==> src/rtl/imem_boot_ctrl.sv <==
// Boot loader for the 64-entry instruction RAM: assembles 19-bit words from a byte stream,
// writes them sequentially while stalling the CPU, then hands the read port to instruction fetch.
module imem_boot_ctrl #(
    parameter int DEPTH = 64,
    parameter int AW    = 6,
    parameter int DW    = 19
) (
    input  logic          clk,
    input  logic          rst_n,
    input  logic          boot_req,
    input  logic          rx_valid,
    input  logic [7:0]    rx_data,
    output logic          rx_ready,
    input  logic [AW-1:0] cpu_addr,
    output logic [DW-1:0] cpu_instr,
    output logic          cpu_stall,
    output logic          mem_we,
    output logic [AW-1:0] mem_addr,
    output logic [DW-1:0] mem_wdata,
    input  logic [DW-1:0] mem_rdata,
    output logic          load_done,
    output logic [AW:0]   words_loaded
);

    typedef enum logic [2:0] {LEN, B0, B1, B2, WR, RUN} state_t;

    localparam logic [AW:0] DEPTH_W = (AW+1)'(DEPTH);

    state_t        state;
    logic [AW:0]   len_n;
    logic [AW-1:0] waddr;
    logic [DW-1:0] word_q;
    logic          hs;
    logic [6:0]    len_byte;
    logic [AW:0]   len_sel;
    logic [AW:0]   words_next;

    assign hs         = rx_valid && rx_ready;
    assign len_byte   = rx_data[6:0];
    assign words_next = words_loaded + (AW+1)'(1);

    // A zero or oversized length byte means "fill the whole RAM".
    assign len_sel = (len_byte == 7'd0 || 32'(len_byte) >= DEPTH) ? DEPTH_W : (AW+1)'(len_byte);

    always_ff @(posedge clk or negedge rst_n) begin
        if (!rst_n) begin
            state        <= LEN;
            len_n        <= '0;
            waddr        <= '0;
            word_q       <= '0;
            words_loaded <= '0;
            load_done    <= 1'b0;
        end else begin
            load_done <= 1'b0;
            if (boot_req) begin
                state <= LEN;
            end else begin
                case (state)
                    LEN: if (hs) begin
                        len_n        <= len_sel;
                        waddr        <= '0;
                        words_loaded <= '0;
                        word_q       <= '0;
                        state        <= B0;
                    end
                    B0: if (hs) begin
                        word_q[7:0] <= rx_data;
                        state       <= B1;
                    end
                    B1: if (hs) begin
                        word_q[15:8] <= rx_data;
                        state        <= B2;
                    end
                    B2: if (hs) begin
                        word_q[DW-1:16] <= rx_data[DW-17:0];
                        state           <= WR;
                    end
                    WR: begin
                        waddr        <= waddr + AW'(1);
                        words_loaded <= words_next;
                        if (words_next == len_n) begin
                            state     <= RUN;
                            load_done <= 1'b1;
                        end else begin
                            state <= B0;
                        end
                    end
                    RUN: state <= RUN;
                    default: state <= LEN;
                endcase
            end
        end
    end

    // Output decode: RUN gives the CPU the RAM, every other state keeps it stalled on a NOP.
    always_comb begin
        rx_ready  = (state == LEN) || (state == B0) || (state == B1) || (state == B2);
        mem_we    = (state == WR);
        mem_addr  = (state == RUN) ? cpu_addr : waddr;
        mem_wdata = (state == WR) ? word_q : '0;
        cpu_instr = (state == RUN) ? mem_rdata : '0;
        cpu_stall = (state != RUN);
    end

endmodule

==> config.mk <==
export PLATFORM = sky130hd
export DESIGN_NAME = imem_boot_ctrl
export DESIGN_NICKNAME = d
export VERILOG_FILES = /design/src/rtl/imem_boot_ctrl.sv
export SDC_FILE = /design/constraint.sdc
export NUM_CORES = 1
export LEC_CHECK = 0
export ABC_AREA = 1
export CORE_MARGIN = 3
export CORE_UTILIZATION = 40
export DETAILED_ROUTE_END_ITERATION = 16
export MAX_ROUTING_LAYER = met4
export PLACE_DENSITY = 0.85
export SLEW_MARGIN = 20
export SYNTH_ARGS = -nofsm -noshare
export SYNTH_HDL_FRONTEND = slang
export SYNTH_SLANG_ARGS = --single-unit
==> constraint.sdc <==
create_clock -name clk -period 1.5 [get_ports clk]
set_input_delay 0.375 -clock clk [delete_from_list [all_inputs] [get_ports clk]]
set_output_delay 0.375 -clock clk [all_outputs]
set_load 0.05 [all_outputs]
==> impl_metrics.json, run 1 <==
{
  "syn_avg_cell_area_um2": 7.23,
  "gp_congestion": 0.915,
  "cts_buffer_depth": 2,
  "synth_cell_type_count": 30,
  "grt-worst-endpoint": "mem_wdata[4]",
  "grt_max_degree": 18,
  "fp.dieW_um": 84.2,
  "clk_root_buffer_cell": "clkbuf_8",
  "synth_area_um2": 2440,
  "portBuffers": 91,
  "error": "[ERROR DPL-0033] detailed placement checks failed during check placement.",
  "worst-ep-kind": "primary output",
  "syn_nets": 377,
  "ys_warn_count": 0,
  "ios": 92,
  "die_y_um": 84.2,
  "cts_sinks": 43,
  "dp_hpwl_um": 7430,
  "start_util_pct": 42.8,
  "synth_cells": 338,
  "cts-buffers-inserted": 5,
  "antenna_found_initial": 0,
  "row_count": 27,
  "ys_seq_elements": 43,
  "cts.hold.buffers_added": 0,
  "lastStage": "5_1_grt",
  "synth-seq-area-share_pct": 44.0,
  "status": "did not finish",
  "cts.htree.levels": 2
}
-- logic make-up after synthesis --
logic type	count (synthesis)	synth area share, %
and+or+nand+nor	144	25.1
buffers and inverters	90	14.1
AOI/OAI and AO/OA	55	14.2
DFF	43	44.0
xor gates and xnor gates	3	1.07
adders and majority gates	2	1.02
muxes	1	0.461
-- through the flow --
stage | setup slack, ns | util [%] | hold WS [ns] | instances | area (µm²)
after CTS | -0.453 | 89.9 | 0.0162 | 557 | 5130
after global placement | -0.207 | 81.8 | 0.318 | 536 | 4670
after detailed placement | -0.342 | 81.8 | 0.327 | 536 | 4670
after floorplan | -0.488 | - | 0.0794 | 338 | 2880
-- synth_stat cells --
cell type	instances	share of area (%)
o32ai_1	1	0.36
a21oi_1	8	1.6
o22ai_1	16	4.1
xor2_1	1	0.36
nor2_2	3	0.77
o21ai_0	20	4.1
nand3_1	32	6.6
buf_4	1	0.31
a211oi_4	2	1.6
nor2_1	55	8.4
xnor2_1	2	0.72
nand3_2	1	0.41
o31ai_1	1	0.31
ha_1	2	1.0
o21ai_2	1	0.36
nor4_1	1	0.26
o21a_1	1	0.31
inv_1	82	13
o211ai_1	2	0.61
buf_2	2	0.41
inv_2	1	0.15
dfrtp_1	43	44
nand2_4	1	0.46
nor3_1	2	0.41
a211oi_1	1	0.31
nand2_1	46	7.1
clkbuf_1	4	0.61
nand4_1	3	0.77
mux2_2	1	0.46
a31oi_1	2	0.51
-- what timing repair did --
action                     CTS
setup endpoints to repair   87
pin swaps                    9
buffers inserted            14
cloned                       1
gates resized for setup     62
==> inputs of run 2 (changes only) <==
--- a/config.mk
+++ b/config.mk
@@ -7,10 +7,9 @@
 export LEC_CHECK = 0
 export ABC_AREA = 1
 export CORE_MARGIN = 3
-export CORE_UTILIZATION = 40
+export CORE_UTILIZATION = 30
 export DETAILED_ROUTE_END_ITERATION = 16
-export MAX_ROUTING_LAYER = met4
-export PLACE_DENSITY = 0.85
+export PLACE_DENSITY_LB_ADDON = 0.15
 export SLEW_MARGIN = 20
 export SYNTH_ARGS = -nofsm -noshare
 export SYNTH_HDL_FRONTEND = slang
==> constraint.sdc (replaced) <==
create_clock -name clk -period 2 [get_ports clk]
set_input_delay 0.5 -clock clk [delete_from_list [all_inputs] [get_ports clk]]
set_output_delay 0.5 -clock clk [all_outputs]
set_load 0.05 [all_outputs]
==> run 2 against run 1 <==
Compared with the run above: the flow now finishes, with violations (negative setup slack); synthesized area did not move; synthesized cell count is the same.
==> impl_metrics.json, run 2 <==
{
  "status": "finished, violations left",
  "violations": "negative setup slack",
  "yosys-top-cells-count": "inv_1 (82), nor2_1 (55), nand2_1 (46), dfrtp_1 (43), nand3_1 (32)",
  "top_layer": "met4",
  "drive_gt1_share_pct": 34.1,
  "nets": 498,
  "r2r_slack_ns": 0.27,
  "worstPathArrival_ns": 1.58,
  "min_period_ns": 2.08,
  "synth-xor-area-share_pct": 1.07,
  "core-area_um2": 7810,
  "total_power_mw": 2.30,
  "maxSlewHeadroom_pct": 69.8,
  "ys.flop_type": "dfrtp_1",
  "power.leakage_nw": 2.12,
  "grt_max_degree": 21,
  "cts_tree": "done",
  "r2r-start": "words_loaded[0]",
  "worst-setup-path-type": "flop to output port",
  "cts_sinks": 43,
  "synthMuxAreaShare_pct": 0.461,
  "fillers": 661,
  "synth-adder-area-share_pct": 1.02,
  "ir_worst_vdd_v": 0.000332,
  "skew_ns": 0.00684,
  "cts-buffers-inserted": 5,
  "synth_cell_type_count": 30,
  "drv_slew": 0,
  "p_per_area_nw_per_um2": 479,
  "synth_cells": 338,
  "viasPerCell": 4.60,
  "antenna_found_initial": 0,
  "hold_violations": 0,
  "seqCellArea_um2": 1080,
  "timing.rr.end": "state[2]",
  "hold_path_class": "input pin to asynchronous set/reset pin",
  "critPathCaptureType": "output port",
  "path_clk_slew_ns": 0.09,
  "row_count": 32,
  "largest_reg_flops": 19,
  "fin_ws_ns": -0.0791,
  "synth_top_family_by_area": "simple AND/OR/NAND/NOR gates",
  "reg_top3": "word_q: 19 flops, len_n: 7 flops, words_loaded: 7 flops",
  "yosysMostFrequentCell": "inv_1",
  "crit_fanout": 5,
  "synth_area_um2": 2440,
  "syn_nets": 377,
  "gp_congestion": 0.920,
  "drt-initial-drc-count": 85,
  "synthTopCellsByArea": "dfrtp_1 (44%), inv_1 (13%), nor2_1 (8.4%)",
  "fin_crit_sh_pct": 104,
  "multi_input_area_um2": 1420,
  "final_cell_mix": "inv_1 (79), buf_12 (52), nand2_1 (46), nor2_4 (43), dfrtp_1 (40)",
  "worst_pin_slew_ns": 0.450,
  "drt_pre_antenna_iters": 5,
  "yosysTopAreaCell": "dfrtp_1",
  "synth-simple-area-share_pct": 25.1,
  "start_util_pct": 31.3,
  "ios": 92,
  "drc": 0,
  "crit_required_ns": 1.50,
  "clk_root_buffer_cell": "clkbuf_8",
  "synth_top_cell_area_share_pct": 44.0,
  "dp_hpwl_um": 5680,
  "rr_worst_depth": 11,
  "grt_pass1_wl_um": 12300,
  "tns_ns": -1.40,
  "grt_pass1_vias": 2572,
  "num_vias": 2587,
  "ys_warn_count": 0,
  "syn2layout_area_growth_pct": 96.2,
  "synth-seq-area-share_pct": 44.0,
  "fp.dieW_um": 96.3,
  "totalWireLength_um": 7600,
  "overflow": 0,
  "ys_seq_elements": 43,
  "synth-edff-count": 0,
  "die_y_um": 96.3,
  "wl_per_cell_um": 13.5,
  "syn_avg_cell_area_um2": 7.23,
  "wl_met1_um": 3330,
  "die_area_um2": 9270,
  "cts.hold.buffers_added": 0,
  "cts_buffer_depth": 2,
  "cts.htree.levels": 2,
  "synth_compound_area_share_pct": 14.2,
  "route.met2.wl_um": 3850,
  "routed-wl-met3_um": 355,
  "clk_latency_ns": 0.31,
  "mostFrequentLayoutCell": "inv_1",
  "top_register": "word_q",
  "portBuffers": 91,
  "async_flop_share_pct": 100,
  "max_freq_ghz": 0.481,
  "diodes": 0,
  "antenna_left": 0,
  "startpoint_type": "flop",
  "grt_setup_unrepaired": "true",
  "drv_cap": 0,
  "track_usage_pct": 17.0,
  "finalSetupViolCount": 25
}
[run 2: logic make-up (layout without fill, tap and decap cells)]
logic type               Yosys count  count (layout)
AO/OA/AOI/OAI                     55              55
XOR/XNOR                           3               3
adder cells (fa/ha/maj)            2               2
buffers and inverters             90             212
flip-flops                        43              43
multiplexers                       1               1
AND/OR/NAND/NOR                  144             144
[run 2: routing by layer]
layer / GRT usage [%] / vias to the layer above
met4: 3.55 / 0
met3: 3.44 / 6
met5: 0 / -
met2: 28.1 / 66
li1: - / 1306
met1: 22.9 / 1209
[run 2: area by class of cell]
type	instances	share of cell area, %
repair buffers	121	36.3
multi-input cells	205	29.5
flip-flops and latches	43	22.5
inverters	83	6.60
well taps	102	2.66
clock buffers	5	1.43
clock inverters	3	0.965
[run 2: worst max path at each step]
| stage | start | end | slack [ns] | cells past startpoint |
|---|---|---|---|---|
| floorplan | state[1] | mem_addr[0] | -0.22 | 5 |
| global placement | rx_data[3] | len_n[1] | 0.02 | 5 |
| detailed placement | rx_data[3] | len_n[1] | 0.02 | 5 |
| CTS | state[1] | mem_wdata[1] | -0.08 | 7 |
| global route | state[1] | mem_wdata[0] | -0.14 | 7 |
| finish | state[1] | mem_wdata[0] | -0.08 | 7 |
[run 2: what timing repair did]
item	4_1_cts	5_1_grt
setup endpoints to repair	39	38
cloned	3	2
setup buffers	5	2
resized for setup	32	10
pin swaps	1	4
[run 2: metrics by stage]
stage | std cells | worst slack, ns | hold slack (ns) | util (%) | area, µm²
after floorplan | 338 | -0.224 | 0.204 | - | 2710
after global placement | 542 | 0.0153 | 0.398 | 55.2 | 4310
after detailed placement | 542 | 0.0184 | 0.397 | 55.2 | 4310
after CTS | 558 | -0.0842 | 0.0594 | 59.8 | 4670
after global routing | 562 | -0.145 | 0.0574 | 61.4 | 4800
final | 562 | -0.0791 | 0.0546 | 61.4 | 4800
[run 2: where the power goes]
group,switching [mW],leakage (nW),internal [mW]
Clock,0.334,0.0548,0.376
Combinational,0.327,1.48,0.256
Sequential,0.0516,0.579,0.954
[run 2: critical path, cell delays in order (launching register included)]
cell,delay [ns]
dfrtp_2,0.45
nor2_4,0.12
inv_2,0.06
nor2_4,0.13
inv_6,0.08
buf_12,0.15
nor2_4,0.12
buf_12,0.14
No activity file was read; power rests on OpenSTA's default activity.
==> inputs of run 3 (changes only) <==
--- a/config.mk
+++ b/config.mk
@@ -7,10 +7,10 @@
 export LEC_CHECK = 0
 export ABC_AREA = 1
 export CORE_MARGIN = 3
-export CORE_UTILIZATION = 30
+export CORE_UTILIZATION = 40
 export DETAILED_ROUTE_END_ITERATION = 16
+export GPL_TIMING_DRIVEN = 0
 export PLACE_DENSITY_LB_ADDON = 0.15
-export SLEW_MARGIN = 20
 export SYNTH_ARGS = -nofsm -noshare
 export SYNTH_HDL_FRONTEND = slang
 export SYNTH_SLANG_ARGS = --single-unit
==> run 3 against run 2 <==
Compared with the run above: the run still ends with negative setup slack left; highest routed layer unchanged; combinational power fell by 3%; clock-buffer cell count rose by 1; sequential power barely moved.
==> impl_metrics.json, run 3 (synthesis results as in run 2) <==
{
  "cts_sinks": 43,
  "die_y_um": 84.2,
  "syn2layout_area_growth_pct": 78.4,
  "crit_required_ns": 1.50,
  "core-area_um2": 5710,
  "p_per_area_nw_per_um2": 498,
  "worstPathArrival_ns": 1.67,
  "ir_worst_vdd_v": 0.000554,
  "crit_fanout": 8,
  "worst-setup-path-type": "flop to output port",
  "track_usage_pct": 21.1,
  "clk_latency_ns": 0.31,
  "clk_root_buffer_cell": "clkbuf_8",
  "startpoint_type": "flop",
  "fin_crit_sh_pct": 108,
  "cts_tree": "done",
  "die_area_um2": 7090,
  "final_core_util_pct": 76.4,
  "fillers": 411,
  "hold_slack_ns": 0.129,
  "cts.htree.levels": 2,
  "drc": 0,
  "num_vias": 2677,
  "cts-buffers-inserted": 5,
  "critPathCaptureType": "output port",
  "status": "finished, violations left",
  "final_cell_mix": "inv_1 (79), nand2_1 (46), nor2_4 (45), dfrtp_1 (41), buf_6 (38)",
  "diodes": 0,
  "totalWireLength_um": 7790,
  "start_util_pct": 42.8,
  "grt_pass1_vias": 2604,
  "top_register": "word_q",
  "drv_cap": 0,
  "critPathMaxStageDelay_ns": 0.45,
  "cts.hold.buffers_added": 0,
  "overflow": 0,
  "min_period_ns": 2.17,
  "grt_max_degree": 26,
  "fp.dieW_um": 84.2,
  "reg_top3": "word_q: 19 flops, len_n: 7 flops, words_loaded: 7 flops",
  "ios": 92,
  "max_freq_ghz": 0.461,
  "hold_path_class": "input pin to asynchronous set/reset pin",
  "drive_gt1_share_pct": 31.8,
  "nets": 494,
  "slowest_stage": "dfrtp_2",
  "drt_pre_antenna_iters": 5,
  "wl_per_cell_um": 14.8,
  "dp_hpwl_um": 5370,
  "dpl_worst_slack_ns": -0.615,
  "portBuffers": 91,
  "hold_violations": 0,
  "drt-initial-drc-count": 195,
  "viasPerCell": 5.07,
  "power.leakage_nw": 2.05,
  "antenna_left": 0,
  "finalSetupViolCount": 46,
  "worst_pin_slew_ns": 0.576,
  "gp_congestion": 0.844,
  "fin_ws_ns": -0.168,
  "largest_reg_flops": 19,
  "drv_slew": 0,
  "path_clk_slew_ns": 0.09,
  "maxSlewHeadroom_pct": 61.4,
  "total_power_mw": 2.17,
  "grt_pass1_wl_um": 12200,
  "violations": "negative setup slack",
  "mostFrequentLayoutCell": "inv_1",
  "crit_chain": "buf_12, clkinv_8, nand3_4, buf_8, a21oi_2, buf_6",
  "row_count": 27,
  "skew_ns": 0.0115,
  "grt_setup_unrepaired": "true",
  "cts_buffer_depth": 2,
  "antenna_found_initial": 0
}
run 3: cell types whose count changed in the layout (fill, tap and decap cells not counted), sizes merged:
cell	previous run	this run
clkinv	0	2
clkbuf	7	11
bufinv	1	0
dlygate4sd2	0	7
inv	84	82
dlymetal6s2s	0	2
buf	84	68
run 3: routing by layer:
layer	part of all wire [%]	routed length, µm	track usage (%)	vias to the layer above
met4	1.2	91	4.53	0
li1	-	-	-	1300
met3	5.2	402	5.30	8
met5	0	0	0	-
met1	40	3140	26.7	1282
met2	53	4160	36.4	87
run 3: cell type report:
| type | count | area, µm² | area share [%] |
|---|---|---|---|
| buffer | 7 | 113 | 2.58 |
| clock buffer | 6 | 82.6 | 1.89 |
| clock inverter | 2 | 16.3 | 0.373 |
| inverter | 83 | 327 | 7.49 |
| multi-input combinational | 205 | 1420 | 32.6 |
| sequential | 43 | 1080 | 24.7 |
| tap | 72 | 90.1 | 2.07 |
| timing repair buffer | 110 | 1230 | 28.3 |
run 3: power breakdown:
group          switching, mW  leakage [nW]  internal [mW]
logic                  0.334          1.43          0.230
registers             0.0520         0.581          0.954
clock network          0.322        0.0474          0.282
run 3: critical path: cells and delay by family, from the launching register on:
family,cells,cell delay (ns)
buf+inv,4,0.57
flops,1,0.45
simple gates,1,0.18
compound gates,1,0.14
run 3: worst paths after layout:
path / cells after the start / from / slack (ns) / end
max in group asynchronous: 2 / rst_n / 1.39 / state[1]
min in group clk: 1 / len_n[6] / 0.53 / len_n[6]
max: 6 / state[1] / -0.17 / mem_addr[4]
min: 1 / rst_n / 0.13 / words_loaded[3]
max reg2reg: 11 / words_loaded[0] / 0.25 / state[2]
min reg2reg: 1 / len_n[6] / 0.53 / len_n[6]
run 3: what timing repair did:
| action | CTS | global route |
|---|---|---|
| endpoints found under the setup margin | 53 | 57 |
| cloned | 2 | 3 |
| pin swaps | 4 | 8 |
| gates resized for setup | 318 | 79 |
| buffers inserted | 7 | 6 |
run 3: stage by stage:
step	TNS [ns]	cell area, µm²	std cells
CTS	-2.81	3950	519
finish	-5.47	4360	528
global route	-9.27	4360	528
global placement	-56.33	3710	501
detailed placement	-27.55	3730	502
floorplan	-2.77	2710	338
